[src/rtl/uart_pkg.sv]
// Shared UART constants, capture-FSM state encoding and the stored receive-entry layout.
package uart_pkg;

  localparam int unsigned UART_DATA_W       = 8;
  localparam int unsigned UART_CLKS_PER_BIT = 5208;

  typedef enum logic [1:0] {
    IDLE,
    ACK,
    WAIT_LOW
  } rx_buf_state_t;

  typedef struct packed {
    logic                   parity_err;
    logic [UART_DATA_W-1:0] data;
  } rx_entry_t;

endpackage

[src/rtl/sync_fifo.sv]
// First-word-fall-through synchronous FIFO with occupancy count; a push into a full
// FIFO succeeds only when a pop frees a slot on the same edge.
module sync_fifo #(
  parameter  int unsigned WIDTH  = 9,
  parameter  int unsigned DEPTH  = 8,
  localparam int unsigned ADDR_W = $clog2(DEPTH)
) (
  input  logic              clk,
  input  logic              rst,
  input  logic              push,
  input  logic              pop,
  input  logic [WIDTH-1:0]  din,
  output logic [WIDTH-1:0]  dout,
  output logic [ADDR_W:0]   count,
  output logic              full,
  output logic              empty
);

  logic [WIDTH-1:0]  mem [DEPTH];
  logic [ADDR_W-1:0] wr_ptr;
  logic [ADDR_W-1:0] rd_ptr;
  logic              do_push;
  logic              do_pop;

  assign full    = (count == (ADDR_W+1)'(DEPTH));
  assign empty   = (count == '0);
  assign do_pop  = pop & ~empty;
  assign do_push = push & (~full | do_pop);
  assign dout    = empty ? '0 : mem[rd_ptr];

  always_ff @(posedge clk) begin
    if (do_push) mem[wr_ptr] <= din;
  end

  always_ff @(posedge clk) begin
    if (rst) begin
      wr_ptr <= '0;
      rd_ptr <= '0;
      count  <= '0;
    end else begin
      if (do_push) wr_ptr <= wr_ptr + ADDR_W'(1);
      if (do_pop)  rd_ptr <= rd_ptr + ADDR_W'(1);
      case ({do_push, do_pop})
        2'b10:   count <= count + (ADDR_W+1)'(1);
        2'b01:   count <= count - (ADDR_W+1)'(1);
        default: count <= count;
      endcase
    end
  end

endmodule

[src/rtl/uart_rx_buffer.sv]
// Captures each byte reported by uart_top into a FWFT FIFO, acknowledges with a one-cycle
// clearInterrupt pulse, and tracks a sticky overflow flag for bytes dropped while full.
module uart_rx_buffer
  import uart_pkg::*;
#(
  parameter  int unsigned DATA_W = UART_DATA_W,
  parameter  int unsigned DEPTH  = 8,
  localparam int unsigned ADDR_W = $clog2(DEPTH)
) (
  input  logic              clk,
  input  logic              rst,
  input  logic [DATA_W-1:0] receivedData,
  input  logic              rxInterrupt,
  input  logic              parityError,
  output logic              clearInterrupt,
  input  logic              rdEn,
  output logic [DATA_W-1:0] rdData,
  output logic              rdParityErr,
  output logic              empty,
  output logic              full,
  output logic [ADDR_W:0]   count,
  output logic              overflow,
  input  logic              clrOverflow
);

  rx_buf_state_t state;
  rx_buf_state_t next_state;
  logic          capture;

  assign capture = (state == IDLE) && rxInterrupt;

  always_comb begin
    next_state = state;
    case (state)
      IDLE:     if (rxInterrupt) next_state = ACK;
      ACK:      next_state = WAIT_LOW;
      WAIT_LOW: if (!rxInterrupt) next_state = IDLE;
      default:  next_state = IDLE;
    endcase
  end

  // The ack is registered off the capture condition, so it is high exactly while in ACK;
  // a dropped byte is still acknowledged so uart_top never stalls.
  always_ff @(posedge clk) begin
    if (rst) begin
      state          <= IDLE;
      clearInterrupt <= 1'b0;
      overflow       <= 1'b0;
    end else begin
      state          <= next_state;
      clearInterrupt <= capture;
      if (capture && full && !rdEn) overflow <= 1'b1;
      else if (clrOverflow)         overflow <= 1'b0;
    end
  end

  sync_fifo #(
    .WIDTH (DATA_W + 1),
    .DEPTH (DEPTH)
  ) u_fifo (
    .clk   (clk),
    .rst   (rst),
    .push  (capture),
    .pop   (rdEn),
    .din   ({parityError, receivedData}),
    .dout  ({rdParityErr, rdData}),
    .count (count),
    .full  (full),
    .empty (empty)
  );

endmodule

[config.mk]
export PLATFORM = sky130hd
export DESIGN_NAME = uart_rx_buffer
export DESIGN_NICKNAME = d
export VERILOG_FILES = /design/src/rtl/uart_pkg.sv /design/src/rtl/sync_fifo.sv /design/src/rtl/uart_rx_buffer.sv
export SDC_FILE = /design/constraint.sdc
export NUM_CORES = 1
export LEC_CHECK = 0
export CAP_MARGIN = 5
export CORE_ASPECT_RATIO = 1.5
export CORE_MARGIN = 4
export CORE_UTILIZATION = 45
export CTS_BUF_LIST = sky130_fd_sc_hd__clkbuf_4 sky130_fd_sc_hd__clkbuf_8 sky130_fd_sc_hd__clkbuf_16
export DETAILED_ROUTE_END_ITERATION = 7
export PLACE_DENSITY_LB_ADDON = 0.25
export SLEW_MARGIN = 15
export SYNTH_ARGS = -nofsm -noshare
export SYNTH_HDL_FRONTEND = slang
export SYNTH_HIERARCHICAL = 1
export SYNTH_SLANG_ARGS = --single-unit
export TNS_END_PERCENT = 1
[constraint.sdc]
create_clock -name clk -period 3.45 [get_ports clk]
set_input_delay 0.69 -clock clk [delete_from_list [all_inputs] [get_ports clk]]
set_output_delay 0.69 -clock clk [all_outputs]
set_load 0.05 [all_outputs]
**Word-level counts from Yosys, hierarchy flattened**

Memories as Yosys holds them, arrays and structs flattened. A register that Yosys moved wholly into a read port is not among the register bits.
Cells that the tools add are included.
W data, S select, Z words.

- Equal/unequal tests: 7
- $add $sub $neg: 4
- Reductions and logical operators: 9
- Bitwise operators: 5
- Mux-type cells: 11

Operators by type and width:

| operator | number |
|---|---|
| $mux W9 | 1 |
| $pmux W4 S2 | 1 |
| $add A3 B1 Y3 const B | 2 |
| $mux W3 | 2 |
| $pmux W2 S3 | 1 |
| $add A4 B1 Y4 const B | 1 |
| $eq A2 B1 Y1 const B | 2 |
| $eq A2 B2 Y1 const B | 2 |
| $eq A4 B4 Y1 const B | 1 |
| $logic_not A4 Y1 | 1 |
| $mux W1 | 4 |
| $mux W2 | 2 |
| $ne A2 B2 Y1 const B | 2 |
| $reduce_bool A2 Y1 | 2 |
| $sub A4 B1 Y4 const B | 1 |
| $logic_and A1 B1 Y1 | 3 |
| $and A1 B1 Y1 | 2 |
| $logic_not A2 Y1 | 1 |
| $not A1 Y1 | 2 |
| $reduce_and A2 Y1 | 1 |
| $logic_not A1 Y1 | 1 |
| $or A1 B1 Y1 | 1 |

- Bits in registers: 14
- Output and inout bits: 17
- Memory bits (writable): 72
- Memories: 1
- Input port bits: 14

Memories:

| name | words | width | rd ports | clocked after Yosys merged registers in | wr ports | RTL line | RTL |
|---|---|---|---|---|---|---|---|
| u_fifo.mem | 8 | 9 | 1 | 1 | 1 | sync_fifo.sv:19 | `logic [WIDTH-1:0] mem [DEPTH];` |

**Depth between registers and ports, before layout**

Gate-level depths: netlist of the first run.

- Depth after elaboration: 7
- Depth in mapped cells: 10

**Hierarchy**

The synthesis of the first run kept the hierarchy.

By module, submodules not included:

| module | times used | cells an instance | area each (sq um) |
|---|---|---|---|
| sync_fifo | 1 | 197 | 3469.6 |
| uart_rx_buffer | 1 | 14 | 140.1 |

**Worst setup path after synthesis of the first run**

OpenSTA, ideal clock, no wires.

- Path type: input-to-reg
- Start point: input port rxInterrupt
- End point: memory u_fifo.mem[0][0], enable pin
- Data arrival time: 2.566 ns
- Data required time: 3.063 ns
- Library setup time: 0.387 ns
- Path slack: 0.497 ns
- Cell stages on the path: 6
- Cells stage by stage: or3b_1 > inv_1 > clkbuf_1 > o21ai_2 > or2_2 > nor3_1

- Longest elaborated chain between the ends: 4

Ends and longest elaborated chain:

| item | RTL line | RTL |
|---|---|---|
| from (decl) | uart_rx_buffer.sv:13 | `input logic rxInterrupt,` |
| $logic_and A1 B1 Y1 | uart_rx_buffer.sv:30 | `assign capture = (state == IDLE) && rxInterrupt;` |
| via capture | uart_rx_buffer.sv:28 | `logic capture;` |
| $and A1 B1 Y1 | sync_fifo.sv:28 | `assign do_push = push & (~full \| do_pop);` |
| $mux W1 | sync_fifo.sv:32 | `if (do_push) mem[wr_ptr] <= din;` |
| $mux W1 (not written as such) | sync_fifo.sv:32 |  |
| to (decl) | sync_fifo.sv:19 |  |

The timed path passes the listed nets, and every way through them passes these cells.

**Worst setup path after layout of the first run**

- Start point: register u_fifo.count[0]
- End point: output port full

- Longest elaborated chain between the ends: 1

Ends and longest elaborated chain:

| item | RTL line | RTL |
|---|---|---|
| from (decl) | sync_fifo.sv:14 | `output logic [ADDR_W:0] count,` |
| from (signal assigned) | sync_fifo.sv:44 | `2'b10: count <= count + (ADDR_W+1)'(1);` |
| from (signal assigned) | sync_fifo.sv:45 | `2'b01: count <= count - (ADDR_W+1)'(1);` |
| from (signal assigned) | sync_fifo.sv:46 | `default: count <= count;` |
| $eq A4 B4 Y1 | sync_fifo.sv:25 | `assign full = (count == (ADDR_W+1)'(DEPTH));` |
| to (decl) | uart_rx_buffer.sv:20 | `output logic full,` |

No other way between the ends.

==> qor.csv, run 1 <==
metric;value;unit
Layout Cell Area excl Fill;4431;um2
Hold Path Cell Cnt;2;
Multi-input gate area;1045;um2
# DRC;0;
Ys Warns;6;
initial antenna violation count;0;
hpwl dp;4.287;mm
Initial Util;46.82;%
most common cell after layout, fill and taps aside;edfxtp_1;
post-CTS repair timing setup buffer count;0;
CTS tree;built;
Worst Hold End;overflow;
internal reg-to-reg setup slack;900;ps
# nets final;279;
worst skew pair latency;330;ps
layout cell share with drive strength beyond 1;24.91;%
vias in the first global route;2040;
Tot Pwr;0.003261;W
worst-margin pin slew;576.6;ps
CTS buffer count;9;
Vias/cell;5.281;
Avg Cell Area, Syn;17.11;um2
top_reg_cell synth;edfxtp_1;
Final Setup Violations;0;
fmax;335.2;MHz
most frequent cells in the layout;edfxtp_1, nor2_1, buf_4;
fin cells;367;
Final Hold Viols;0;
GPL Wtd Cong;0.7669;
1st-iter DRT viols;108;
cts hold-fix bufs;0;
Synth Instances;211;
CTS resizes;0;
fraction of registers with async set/reset;0;%
slack of the critical path;466.6;ps
post-synthesis net count;230;
Worst Setup Start Kind;flop;
Reg area;2502;um2
fin. max-slew vios;0;
pre-CTS setup slack;451.2;ps
Fill cells;624;
Setup CP Type;reg -> out;
r2r startpoint;u_fifo/count[0];
post-synth cell types;37;
RSZ-0062 raised after global routing;false;
P&R area growth vs syn;22.74;%
Tcrit/Tclk final;86.47;%
Global Route met1 Usage;18.16;%
grt peak-use layer;met2;
largest net degree at the start of global routing;17;
Post-synth EDFFs;72;
Final TNS setup;0;ps
Worst Hold Class;reg -> reg;
VDD IR max;0.0004726;V
via count;1938;
crit path time final;2983;ps
status;finished, final reports clean;
Worst-path clk slew;60;ps
GRT Overall Usage;15.14;%
clock root cell;clkbuf_16;
CTS max path bufs;2;
die width;81.13;um
drt wl/cell;17.29;um
Worst EP arrival;2290;ps
die extent in y;117.7;um
# port buffers;30;
dpl cells;351;
Yosys top cell by area;edfxtp_1;
first-pass GRT wire length;10.56;mm
First-pass DRT Iterations;4;
met2 Track Usage GR;25.21;%
synth top area cells;edfxtp_1, mux4_2, dfxtp_1, mux2i_1, nor2_1;
ANT cells;0;
Seq/Total Area, Yosys;69.32;%
Post-Syn Area;3610;um2
Post-DP Area;4101;um2
routed wire length;6.344;mm
crit end category;primary output;
r2r endpoint;u_fifo/count[3];
global routing usage on met3;3.828;%
startpoint of the worst hold path;overflow;
floorplan core area;7710;um2
max cap viols;0;
area share of the largest cell type after synthesis;59.90;%
die area;9548;um2
Clock Sinks;89;
CTS H-tree lvls;3;
Top Ports;31;
Req. time, crit path;2760;ps
Synth Register Bits;89;
CP Max Fanout;9;
PD cells;736.1;nW/um2
FF-to-FF path depth;9;
Rows;39;
final antenna-violating net count;0;
post-route clock skew;6.701;ps
leakage;1.508;nW
Slew HR;61.44;%
GR Overflow Total;0;
-- per-layer routing --
metal  vias to the layer above  part of all wire (%)  routed length, um
met5                         -                     0                  0
met4                         0                   1.3                 80
met3                         6                   4.7                295
met2                        48                    56               3532
met1                       973                    38               2435
li1                        911                     -                  -
-- area by class of cell --
| type | count | area share, % |
|---|---|---|
| Tap cell | 102 | 2.881 |
| Sequential cell | 89 | 56.48 |
| Clock inverter | 3 | 0.3389 |
| Timing Repair Buffer | 47 | 9.206 |
| Multi-Input combinational cell | 108 | 23.58 |
| Inverter | 5 | 0.4236 |
| Clock buffer | 13 | 7.088 |
-- worst max-delay path by stage --
stage                    start               end  slack, ps  cells past startpoint
2_1_floorplan      rxInterrupt  u_fifo/mem[0][0]        500                      6
3_3_place_gp       rxInterrupt   u_fifo/count[3]        530                     10
3_5_place_dp       rxInterrupt   u_fifo/count[3]        450                     10
4_1_cts        u_fifo/count[0]              full        440                      3
5_1_grt        u_fifo/count[0]              full        380                      3
6_report       u_fifo/count[0]              full        470                      3
-- report_power, final --
group / internal (W) / switching (W)
clock network: 0.000635 / 0.000369
registers: 0.00122 / 0.0000657
logic: 0.000381 / 0.000594
-- worst max-delay path, stage by stage (launching register included) --
cell and delay [ps]:
dfxtp_1 410, nor3_1 530, and2_1 220, clkdlybuf4s50_1 800
-- stage by stage --
stage	utilization (%)	hold WS, ps
2_1_floorplan	-	447.9
3_3_place_gp	53.20	476.0
3_5_place_dp	53.20	467.8
4_1_cts	57.47	477.2
5_1_grt	57.47	506.2
6_report	57.47	473.3
-- sequential cells by signal, summed over array words and instances, names as in the netlist, named ones only --
register and cells:
u_fifo/mem 72, u_fifo/count 4, u_fifo/rd_ptr 3, u_fifo/wr_ptr 3
state 2, clearInterrupt 1, overflow 1
-- synth_stat cells, drive strengths merged, types with 4 or more instances --
master / instances
inv: 5
nand2b: 5
mux2i: 12
nor2: 27
clkbuf: 4
mux4: 18
edfxtp: 72
buf: 5
a21oi: 4
ha: 4
dfxtp: 17
-- cells by family after synthesis --
logic type | share of synthesized area (%)
AND/OR/NAND/NOR | 7.175
AO/OA/AOI/OAI | 3.640
multiplexers | 14.56
XOR/XNOR | 1.456
buffers and inverters | 1.906
flip-flops | 69.32
adder cells (fa/ha/maj) | 1.941
Power figures use the tool's default switching activity.
==> run 2: changes to the inputs <==
--- a/config.mk
+++ b/config.mk
@@ -6,7 +6,6 @@
 export NUM_CORES = 1
 export LEC_CHECK = 0
 export CAP_MARGIN = 5
-export CORE_ASPECT_RATIO = 1.5
 export CORE_MARGIN = 4
 export CORE_UTILIZATION = 45
 export CTS_BUF_LIST = sky130_fd_sc_hd__clkbuf_4 sky130_fd_sc_hd__clkbuf_8 sky130_fd_sc_hd__clkbuf_16
==> run 2 against run 1 <==
Clock-buffer cell count down 4; highest routed layer unchanged; design area fell by 2.1%; utilization decreased by 1.7 points; die area is 0.31% lower; sequential power barely moved; register-to-register slack got worse by 50 ps; critical path depth is 1 higher; first-iteration DRC count is 17% lower; worst hold slack better by 18 ps.
==> qor.csv, run 2 (synthesis results as in run 1) <==
metric;value;unit;change
status;finished, final reports clean;;
clock root cell;clkbuf_8;;
hpwl dp;4.494;mm;+4.8%
Slew HR;60.71;%;-0.73 points
# DRC;0;;unchanged
largest registers;u_fifo/mem: 72 flops, u_fifo/count: 4 flops;;
crit end category;primary output;;
max cap viols;0;;unchanged
startpoint of the worst hold path;overflow;;
GRT Overall Usage;14.71;%;-0.43 points
most frequent cells in the layout;edfxtp_1, buf_4, nor2_1;;
RSZ-0062 raised after global routing;false;;
CTS max path bufs;2;;unchanged
Req. time, crit path;2760;ps;about the same
Top delay family on crit path;multiplexers;;
buffer and inverter count on the worst path;1;;unchanged
First-pass DRT Iterations;4;;unchanged
fmax;312.5;MHz;-6.8%
Worst Hold Class;reg -> reg;;
leakage;1.457;nW;-3.4%
pre-CTS setup slack;399.9;ps;-51.27 ps
Clock Sinks;89;;unchanged
Top reg by flops;u_fifo/mem;;
VDD IR max;0.0004179;V;-12%
PD cells;686.7;nW/um2;-6.7%
Tcrit/Tclk final;92.75;%;+6.3 points
most common cell after layout, fill and taps aside;edfxtp_1;;
Vias/cell;5.310;;+0.56%
Initial Util;46.47;%;-0.35 points
initial antenna violation count;0;;unchanged
drt wl/cell;17.71;um;+2.5%
CP Max Fanout;10;;+1
die width;97.57;um;+20%
CTS tree;built;;
Worst Setup Start Kind;flop;;
CTS H-tree lvls;3;;unchanged
r2r startpoint;u_fifo/count[0];;
Final TNS setup;0;ps;unchanged
P&R area growth vs syn;20.10;%;
worst skew pair latency;350;ps;+20 ps
die area;9519;um2;-0.31%
Tot Pwr;0.002977;W;-8.7%
worst-margin pin slew;587.5;ps;+10.94 ps
final antenna-violating net count;0;;unchanged
routed wire length;6.571;mm;+3.6%
crit path cell chain;mux4_2 > mux2i_1 > nor2_1 > clkdlybuf4s50_1;;
layout cell share with drive strength beyond 1;25.28;%;+0.37 points
first-pass GRT wire length;10.71;mm;+1.4%
Fill cells;645;;+3.4%
cts hold-fix bufs;0;;unchanged
max reg flops;72;;unchanged
# port buffers;30;;unchanged
Rows;32;;-18%
Final Hold Viols;0;;unchanged
CTS buffer count;9;;unchanged
floorplan core area;7767;um2;+0.75%
slowest library cell on the worst path;dfxtp_1;;
slack of the critical path;250.1;ps;-216.5 ps
crit path time final;3200;ps;+216.5 ps
largest net degree at the start of global routing;17;;unchanged
Worst EP arrival;2510;ps;+220 ps
GPL Wtd Cong;0.7717;;+0.63%
vias in the first global route;2024;;-0.78%
Final Setup Violations;0;;unchanged
Min Hold Slack;491.2;ps;+17.94 ps
CTS resizes;0;;unchanged
# nets final;283;;+1.4%
ANT cells;0;;unchanged
Top Ports;31;;unchanged
via count;1970;;+1.7%
die extent in y;97.57;um;-17%
post-route clock skew;11.38;ps;+4.684 ps
Largest stage delay, worst path;690;ps;-110 ps
GR Overflow Total;0;;unchanged
fin. max-slew vios;0;;unchanged
1st-iter DRT viols;90;;-17%
Setup CP Type;reg -> out;;
Worst-path clk slew;80;ps;+20 ps
post-CTS repair timing setup buffer count;0;;unchanged
run 2: cell types whose count changed in the layout (fill, tap and decap cells not counted):
cell	previous run	this run
clkinv_1	0	1
clkinv_2	3	0
clkinv_4	0	1
clkbuf_8	1	9
inv_6	0	1
clkdlybuf4s50_1	22	23
buf_4	25	28
clkinvlp_4	0	2
clkbuf_16	12	0
inv_8	0	1
bufinv_16	0	1
run 2: worst paths after layout:
path,to,slack [ps],cells past startpoint
setup / recovery,rdData[3],250,4
hold / removal,overflow,490,2
setup reg to reg,u_fifo/count[3],850,9
hold reg to reg,overflow,490,2
run 2: power by group:
group          switching [W]  internal (W)
Sequential         0.0000794       0.00122
Combinational       0.000582      0.000390
Clock               0.000370      0.000341
Total                0.00103       0.00195
run 2: metal layers:
layer  track usage [%]  part of all wire, %  up-vias
li1                  -                    -      920
met1             19.47                   45      983
met2             23.83                   49       60
met3             4.164                  4.9        7
met4             4.153                 0.81        0
met5                 0                    0        -
run 2: final cells by class:
cell class / instances / area (um2) / share of cell area, %
Tap cell: 102 / 127.6 / 2.944
Sequential cell: 89 / 2502 / 57.72
Multi-Input combinational cell: 108 / 1045 / 24.10
Inverter: 5 / 18.77 / 0.4329
Clock buffer: 9 / 123.9 / 2.857
Clock inverter: 7 / 77.57 / 1.789
Timing Repair Buffer: 51 / 440.4 / 10.16
run 2: worst min-delay path: cells and delay by family, from the launching register on:
family | cells | cell delay, ps
DFF | 1 | 330
AOI/OAI and AO/OA | 1 | 70
buffers and inverters | 1 | 50
run 2: through the flow:
| stage | std cells | instance area, um2 | util (%) |
|---|---|---|---|
| global placement | 355 | 4134 | 53.22 |
| global route | 371 | 4335 | 55.82 |
| floorplan | 211 | 3610 | - |
| CTS | 371 | 4335 | 55.82 |
| detailed placement | 355 | 4134 | 53.22 |
| finish | 371 | 4335 | 55.82 |
==> run 3: changes to the inputs <==
--- a/config.mk
+++ b/config.mk
@@ -11,7 +11,6 @@
 export CTS_BUF_LIST = sky130_fd_sc_hd__clkbuf_4 sky130_fd_sc_hd__clkbuf_8 sky130_fd_sc_hd__clkbuf_16
 export DETAILED_ROUTE_END_ITERATION = 7
 export PLACE_DENSITY_LB_ADDON = 0.25
-export SLEW_MARGIN = 15
 export SYNTH_ARGS = -nofsm -noshare
 export SYNTH_HDL_FRONTEND = slang
 export SYNTH_HIERARCHICAL = 1
==> results of run 3 <==
No change in the layout: final DEF, timing and power equal those of run 2.
